**src/rtl/lane_instr_queue.sv**
```systemverilog
// lane_instr_queue: per-lane show-ahead instruction FIFO between the
// fetch-side distributor and the lane decode stage.
//
// Optional feature: define LANE_QUEUE_BYPASS_EN to let a word pushed into an
// empty queue appear on pop_data in the same cycle (and be consumed without
// being stored when pop_ready is high). Default build has no bypass.
//
// Handshake: a transfer happens on a rising edge where valid && ready on that
// side. push_ready depends only on state (!full). pop_valid depends only on
// state in the default build; with bypass it also follows push_valid while
// the queue is empty. Neither side may make valid wait on ready.
module lane_instr_queue #(
  parameter int DATA_W = 32,
  parameter int DEPTH  = 8,
  parameter int AW     = 3
) (
  input  logic              clk,
  input  logic              resetn,
  input  logic              push_valid,
  input  logic [DATA_W-1:0] push_data,
  output logic              push_ready,
  output logic              pop_valid,
  output logic [DATA_W-1:0] pop_data,
  input  logic              pop_ready,
  output logic [AW:0]       count,
  output logic              full,
  output logic              empty,
  output logic              overflow
);

  localparam logic [AW:0] DEPTH_C = (AW+1)'(DEPTH);

  logic [DATA_W-1:0] mem [DEPTH];
  logic [AW-1:0]     wr_ptr;
  logic [AW-1:0]     rd_ptr;
  logic [AW:0]       count_q;
  logic              overflow_q;
  logic              do_push;
  logic              do_pop;
  logic              bypass_take;

  assign count      = count_q;
  assign overflow   = overflow_q;
  assign full       = (count_q == DEPTH_C);
  assign empty      = (count_q == '0);
  assign push_ready = !full;

  // Output side selection and transfer qualification.
  always_comb begin
    bypass_take = 1'b0;
    pop_valid   = !empty;
    pop_data    = '0;
`ifdef LANE_QUEUE_BYPASS_EN
    // Empty queue forwards the incoming word straight to the decode stage.
    bypass_take = empty && push_valid && pop_ready;
    pop_valid   = !empty || push_valid;
    if (!empty)
      pop_data = mem[rd_ptr];
    else if (push_valid)
      pop_data = push_data;
`else
    // Gate the read so a freshly reset queue shows zero, not stale memory.
    if (!empty)
      pop_data = mem[rd_ptr];
`endif
    // A bypassed word is consumed directly and never occupies an entry.
    do_push = push_valid && push_ready && !bypass_take;
    do_pop  = !empty && pop_ready;
  end

  // Storage array: written on an accepted push, not cleared by reset.
  always_ff @(posedge clk) begin
    if (resetn && do_push)
      mem[wr_ptr] <= push_data;
  end

  // Pointers, occupancy and sticky overflow flag.
  always_ff @(posedge clk) begin
    if (!resetn) begin
      wr_ptr     <= '0;
      rd_ptr     <= '0;
      count_q    <= '0;
      overflow_q <= 1'b0;
    end else begin
      // Pointers are AW bits wide and DEPTH is a power of two, so they wrap.
      if (do_push)
        wr_ptr <= wr_ptr + 1'b1;
      if (do_pop)
        rd_ptr <= rd_ptr + 1'b1;
      case ({do_push, do_pop})
        2'b10:   count_q <= count_q + 1'b1;
        2'b01:   count_q <= count_q - 1'b1;
        default: count_q <= count_q;
      endcase
      if (push_valid && full)
        overflow_q <= 1'b1;
    end
  end

endmodule

```
**config.mk**
```make
export PLATFORM = sky130hd
export DESIGN_NAME = lane_instr_queue
export DESIGN_NICKNAME = d
export VERILOG_FILES = /design/src/rtl/lane_instr_queue.sv
export SDC_FILE = /design/constraint.sdc
export NUM_CORES = 1
export LEC_CHECK = 0
export CAP_MARGIN = 10
export CORE_UTILIZATION = 53
export CTS_CLUSTER_SIZE = 10
export DETAILED_ROUTE_END_ITERATION = 16
export PLACE_DENSITY_LB_ADDON = 0.15
export SLEW_MARGIN = 25
export SYNTH_ARGS = -nofsm -noshare
export SYNTH_HDL_FRONTEND = slang
export SYNTH_SLANG_ARGS = --single-unit
```
**constraint.sdc**
```tcl
create_clock -name clk -period 5.8 [get_ports clk]
set_input_delay 1.45 -clock clk [delete_from_list [all_inputs] [get_ports clk]]
set_output_delay 1.45 -clock clk [all_outputs]
set_load 0.005 [all_outputs]
```
== After elaboration in Yosys (flattened, before gate mapping) ==
Memory sizes are Yosys's and may differ from the RTL's. A register that Yosys moved wholly into a read port is not among the register bits.
Index checks and enable logic that the tools add are counted.

* Register bits after elaboration: 11
* Bits in latches: 0
* Memory bits (writable): 256
* Bits in read-only memories: 0
* Input port bits: 36
* Output and inout port bits: 41
* Word-level logic and storage cells: 26
* Memories: 1

* Add/sub/neg operators: 4
* Multipliers: 0
* Divide/modulo/power cells: 0
* Order comparisons: 0
* Eq/ne operators: 3
* Shift-type cells: 0
* Multiplexer cells: 6
* Bitwise gates (word level): 0
* Reductions and logical operators: 8

{| class="wikitable"
|+ Memory list
! name !! depth !! width !! read ports !! clocked after memory_dff !! wr ports !! RTL line !! source
|-
| mem || 8 || 32 || 1 || 1 || 1 || 33 || <nowiki>logic [DATA_W-1:0] mem [DEPTH];</nowiki>
|}

{| class="wikitable"
|+ Operators by type and width
! kind !! count
|-
| $mux 32 || 1
|-
| $pmux 4 s2 || 1
|-
| $add 3x1->3 const B || 2
|-
| $mux 3 || 2
|-
| $add 4x1->4 const B || 1
|-
| $eq 4x4->1 const B || 1
|-
| $logic_and 1x1->1 || 4
|-
| $logic_not 4->1 || 1
|-
| $sub 4x1->4 const B || 1
|-
| $eq 2x1->1 const B || 1
|-
| $eq 2x2->1 const B || 1
|-
| $logic_not 1->1 || 2
|-
| $mux 1 || 2
|-
| $reduce_bool 2->1 || 1
|}

== Logic depth before layout (Yosys ltp) ==
Gate-level depths: netlist of run 1.

* Depth after elaboration: 6
* Gate-level depth with buffers: 10
* Depth with buffers taken out: 9

== Worst setup path before layout of run 1 ==
No wires, ideal clock.

* Kind: input-to-reg
* Start point: input port push_valid
* End point: memory mem[1][0] (enable)
* Library setup time: 0.501 ns
* Arrival time: 4.624 ns
* Required time: 5.299 ns
* Setup slack: 0.675 ns
* Stages on the path: 2
* Path buffers: 0
* Cell sequence: nand2_4 nor4_1

* Cells in the longest elaborated chain, start to end: 4

{| class="wikitable"
|+ Ends and longest elaborated chain
! item !! RTL line !! source
|-
| start, declared || 19 || <nowiki>input logic push_valid,</nowiki>
|-
| $logic_and 1x1->1 || 67 || <nowiki>do_push = push_valid && push_ready && !bypass_take;</nowiki>
|-
| $logic_and 1x1->1 || 73 || <nowiki>if (resetn && do_push)</nowiki>
|-
| $mux 1 || 73 ||
|-
| $mux 1 (not written as such) || 74 || <nowiki>mem[wr_ptr] <= push_data;</nowiki>
|-
| end, declared || 33 ||
|}

No other way between the ends.

==> results of run 1 <==
-- area by class of cell --
type	instances	area (µm²)	share of cell area (%)
inverter	2	7.51	0.0604
timing repair buffer	91	931	7.49
multi-input combinational	187	2370	19.1
tap	260	325	2.62
clock buffer	43	821	6.60
sequential	270	7970	64.1
-- how the worst min path moves through the flow --
stage,from,to,depth (start not counted)
global placement,count[3],count[3],2
finish,overflow,overflow,2
CTS,overflow,overflow,2
global route,overflow,overflow,2
floorplan,count[3],count[3],2
detailed placement,overflow,overflow,2
-- sequential cells by signal, indices dropped and copies added, names as in the netlist, named ones only --
| name | count |
|---|---|
| wr_ptr | 3 |
| rd_ptr | 3 |
| mem | 256 |
| count | 4 |
| overflow | 1 |
-- cells by family (layout without fill, tap and decap cells) --
logic type	Yosys count	after routing	synth area share [%]
adders and majority gates	5	5	0.601
AOI/OAI and AO/OA	7	7	0.457
xor gates and xnor gates	7	7	0.661
buffers and inverters	27	136	1.18
and+or+nand+nor	68	68	3.23
DFF	270	270	76.5
muxes	100	100	17.3
-- layer usage --
metal	part of all wire (%)	vias to the layer above
met5	0	-
met4	1.6	0
met3	6.1	27
met2	51	152
met1	41	2505
li1	-	2170
-- worst max-delay path, stage by stage (launching register included) --
cell and delay, ps:
dfxtp_4 860, buf_4 420, mux4_2 530, mux2i_1 180
nor2_1 70, clkdlybuf4s50_1 480
-- layout by cell type (no fill, tap or decap), types with 2 or more instances in the layout --
| cell type | count |
|---|---|
| nor4_2 | 2 |
| nand2_1 | 5 |
| a21boi_0 | 2 |
| buf_4 | 11 |
| clkbuf_1 | 12 |
| nand3_1 | 5 |
| nor3_2 | 3 |
| ha_1 | 5 |
| inv_1 | 2 |
| dfxtp_2 | 2 |
| mux2i_1 | 35 |
| nor2_4 | 2 |
| mux4_2 | 64 |
| xor2_1 | 2 |
| buf_12 | 3 |
| xnor2_1 | 4 |
| clkbuf_16 | 31 |
| nor2_1 | 32 |
| clkdlybuf4s50_1 | 76 |
| a21oi_1 | 2 |
| edfxtp_1 | 256 |
| and2_1 | 6 |
| dfxtp_1 | 11 |
| nor2b_1 | 3 |
-- power breakdown --
group          internal (W)  switching, W  total (W)
Sequential          0.00223      0.000130    0.00236
Clock              0.000958      0.000657    0.00162
Combinational      0.000742      0.000507    0.00125
-- metrics by stage --
step / setup slack (ps) / power [W] / std cells / hold slack (ps)
after floorplan: 675 / 0.00309 / 484 / 478
final: 1220 / 0.00522 / 853 / 493
after detailed placement: 1680 / 0.00367 / 810 / 487
after global routing: 953 / 0.00546 / 853 / 555
after CTS: 1090 / 0.00530 / 853 / 504
after global placement: 1680 / 0.00365 / 809 / 484
==> impl_metrics.json, run 1 <==
{
  "post_cts_resized": 0,
  "arrival_ps": 3130,
  "antenna_found_initial": 0,
  "dp_hpwl_um": 10900,
  "met1_usage_pct": 26.4,
  "synth_top_area_cell": "edfxtp_1",
  "max_slew_margin_pct": 39.9,
  "synth_top_area_share_pct": 73.9,
  "final-setup-viol-count": 0,
  "dieArea_mm2": 0.0202,
  "n_antenna_cell": 0,
  "final_area_mm2": 0.0124,
  "hold_violations": 0,
  "numCtsBuffers": 30,
  "r2r_slack_ps": 3080,
  "viasPerCell": 5.69,
  "cts_hold_buf": 0,
  "ant_nets": 0,
  "synth_common_cells": "256 x edfxtp_1, 64 x mux4_2, 35 x mux2i_1, 34 x nor2_1, 14 x dfxtp_1",
  "grt_pass1_vias": 5219,
  "drc": 0,
  "synth_flop_cell": "edfxtp_1",
  "die_h_um": 142,
  "grtUsageMet3_pct": 3.20,
  "grtUsageTotal_pct": 20.0,
  "area_growth_pct": 19.4,
  "leakage_nw": 3.83,
  "avgSynthCellArea_um2": 21.5,
  "postSynthCellCount": 484,
  "irDropWorstVdd_mv": 0.283,
  "crit_type": "reg2out",
  "ys_top_cells_by_area": "edfxtp_1 74%, mux4_2 14%, mux2i_1 3.4%, dfxtp_1 2.7%, nor2_1 1.2%",
  "start_util_pct": 54.9,
  "port_buffers": 76,
  "fin_skew_ps": 9.17,
  "yosysMostFrequentCell": "edfxtp_1",
  "clk_pin_slew_worst_paths_ps": 50,
  "required_ps": 4350,
  "place_area_mm2": 0.0116,
  "grt_max_degree": 41,
  "routedWlPerCell_um": 22.4,
  "reg2reg_to": "mem[6][28]",
  "chipWidth_um": 142,
  "ys_seq_area_share_pct": 76.5,
  "rows": 50,
  "grt_overflow": 0,
  "final.fill_count": 1277,
  "grt-busiest-layer": "met2",
  "setup.worst_path.end": "pop_data[23]",
  "h-tree-depth": 1,
  "path_max_fanout": 40,
  "status": "finished clean",
  "setup_tns_ps": 0,
  "finalNetCount": 623,
  "fin_crit_sh_pct": 79.0,
  "dr.pass1.iters": 4,
  "hold_class": "reg2reg",
  "end_kind": "output port",
  "start_kind": "flop",
  "period_minus_slack_ps": 4580,
  "worstMarginPinSlew_ps": 901,
  "synth_fp_nets": 525,
  "clock_path_buffers": 3,
  "ios": 77,
  "ff2ff_path_depth": 4,
  "tritoncts": "built",
  "syn-cell-area_mm2": 0.0104,
  "numClockSinks": 270,
  "clock.fmax_mhz": 218,
  "fin_util_pct": 65.6,
  "vias": 4854,
  "cts-root-buf": "clkbuf_16",
  "drive_above_1_share_pct": 21.4,
  "yosys_warnings": 0,
  "final_max_slew_viol_count": 0,
  "drt-total-wl_um": 19100,
  "dr.first_iter.drc_count": 243,
  "use_met2_pct": 34.9,
  "cts_setup_buffers": 0,
  "core_mm2": 0.0190,
  "grt_first_pass_wirelength_um": 29500,
  "async_flop_share_pct": 0,
  "synth_edf_count": 256,
  "worst_r2r_startpoint": "count[1]",
  "synth_cell_types": 34,
  "maxCapViolCount": 0,
  "synth_seq_cells": 270,
  "clk-insertion-delay-late_ps": 530,
  "power.density_mw_per_mm2": 420,
  "rsz0062_at_grt": "false",
  "gp_congestion": 0.697
}
(Power assumes the default switching activity.)
==> run 2, diff against run 1 <==
Clock period 5.8 ns to 4.3 ns, I/O delays scaled along.
==> run 2 against run 1 <==
Critical endpoint is now pop_data[26]. Wire length up 1.5%. Via count is 1.5% higher. Clock-buffer cell count did not move. Cell count is 1.3% higher. Critical path depth stayed put. Global-route usage grew 0.32 points. Clock skew up 2.7 ps. Non-clock buffer count increased by 9. Utilization rose by 0.22 points. Register-to-register slack worse by 1400 ps. First-iteration DRC count up 74%. Final area grew 0.33%.
==> impl_metrics.json, run 2 (same netlist as run 1, synthesis figures left out) <==
{
  "final_max_slew_viol_count": 0,
  "period_minus_slack_ps": 3840,
  "grtUsageTotal_pct": 20.3,
  "required_ps": 3220,
  "end_kind": "output port",
  "path_buf_inv": 2,
  "min_from": "count[3]",
  "maxCapViolCount": 0,
  "ios": 77,
  "cts_hold_buf": 0,
  "final-setup-viol-count": 0,
  "start_util_pct": 54.9,
  "arrival_ps": 2770,
  "largest_reg_flops": 256,
  "grt_first_pass_wirelength_um": 30200,
  "clock_path_buffers": 3,
  "critPathMaxStageDelay_ps": 770,
  "antenna_found_initial": 0,
  "max_slew_margin_pct": 52.9,
  "viasPerCell": 5.70,
  "dr.first_iter.drc_count": 424,
  "start_kind": "flop",
  "path_delay_family": "buffers and inverters",
  "hold_class": "reg2reg",
  "clk-insertion-delay-late_ps": 540,
  "drc": 0,
  "die_h_um": 142,
  "clock.fmax_mhz": 260,
  "setup_tns_ps": 0,
  "fin_crit_sh_pct": 89.3,
  "hold_violations": 0,
  "worstMarginPinSlew_ps": 706,
  "grt_overflow": 0,
  "p_switching_w": 0.00178,
  "pwr-share-comb_pct": 24.6,
  "crit_type": "reg2out",
  "grt_max_degree": 34,
  "vias": 4928,
  "p_seq_share_pct": 44.2,
  "h-tree-depth": 1,
  "area_growth_pct": 19.8,
  "rows": 50,
  "dpl.cell_count": 819,
  "numClockSinks": 270,
  "numCtsBuffers": 31,
  "rsz0062_at_grt": "false",
  "mostFrequentLayoutCells": "256 x edfxtp_1, 76 x clkdlybuf4s50_1, 64 x mux4_2",
  "path_max_fanout": 25,
  "p_clk_share_pct": 31.2,
  "status": "finished clean",
  "gp_congestion": 0.758,
  "finalNetCount": 633,
  "grt_pass1_vias": 5232,
  "final.fill_count": 1304,
  "path_cells": "buf_4, mux4_2, mux2i_1, nor2_1, clkdlybuf4s50_1",
  "fin_skew_ps": 11.9,
  "cpMaxStageDelayCell": "dfxtp_2",
  "worst_r2r_startpoint": "count[1]",
  "drive_above_1_share_pct": 22.7,
  "power.density_mw_per_mm2": 569,
  "dieArea_mm2": 0.0202,
  "cts-root-buf": "clkbuf_16",
  "ant_nets": 0,
  "final_common_cell": "edfxtp_1",
  "n_antenna_cell": 0,
  "chipWidth_um": 142,
  "post_cts_resized": 0,
  "cell_internal_pwr_w": 0.00533,
  "swShare_pct": 25.0,
  "regMostFlops": "mem",
  "leakage_nw": 3.87,
  "dp_hpwl_um": 10900,
  "r2r_slack_ps": 1640,
  "dr.pass1.iters": 5,
  "port_buffers": 76,
  "routedWlPerCell_um": 22.4,
  "core_mm2": 0.0190,
  "drt-total-wl_um": 19400,
  "cts_setup_buffers": 0,
  "clk_pin_slew_worst_paths_ps": 50,
  "tritoncts": "built",
  "irDropWorstVdd_mv": 0.677,
  "final_cells": 864
}
## run 2: area by class of cell
cell class | instances | area, µm² | share of cell area [%]
Sequential cell | 270 | 7970 | 63.9
Timing Repair Buffer | 100 | 966 | 7.74
Inverter | 2 | 7.51 | 0.0602
Multi-Input combinational cell | 187 | 2370 | 19.0
Clock inverter | 2 | 12.5 | 0.100
Tap cell | 260 | 325 | 2.61
Clock buffer | 43 | 821 | 6.58
## run 2: power groups by stage
stage | Combinational [W] | Clock, W | Sequential [W]
floorplan | 0.00106 | 0 | 0.00310
global placement | 0.00176 | 0 | 0.00319
detailed placement | 0.00177 | 0 | 0.00320
CTS | 0.00179 | 0.00226 | 0.00314
global route | 0.00190 | 0.00235 | 0.00316
finish | 0.00175 | 0.00221 | 0.00314
## run 2: path summary, 6_finish.rpt
path / end / cells past startpoint
max: pop_data[26] / 5
min: count[3] / 2
max reg2reg: count[2] / 9
min reg2reg: count[3] / 2
## run 2: tightest hold or removal path: cells and delay by family, from the launching register on
family,cells,cell delay [ps]
flops,1,330
simple gates,1,60
mux,1,50
## run 2: routing by layer
metal,up-vias,GRT usage [%],part of all wire (%)
met5,-,0,0
met4,0,5.04,2.3
met3,32,3.33,5.1
met2,139,33.4,49
met1,2561,28.7,43
li1,2196,-,-
## run 2: per-stage QoR
stage	util (%)	setup WS [ps]	total power, W	hold WS [ps]	instance area (µm²)
final	65.8	460	0.00710	494	12500
after global routing	65.8	259	0.00741	517	12500
after CTS	65.8	389	0.00719	498	12500
after detailed placement	61.4	971	0.00497	479	11600
after global placement	61.4	1000	0.00494	481	11600
after floorplan	-	-450	0.00416	478	10400
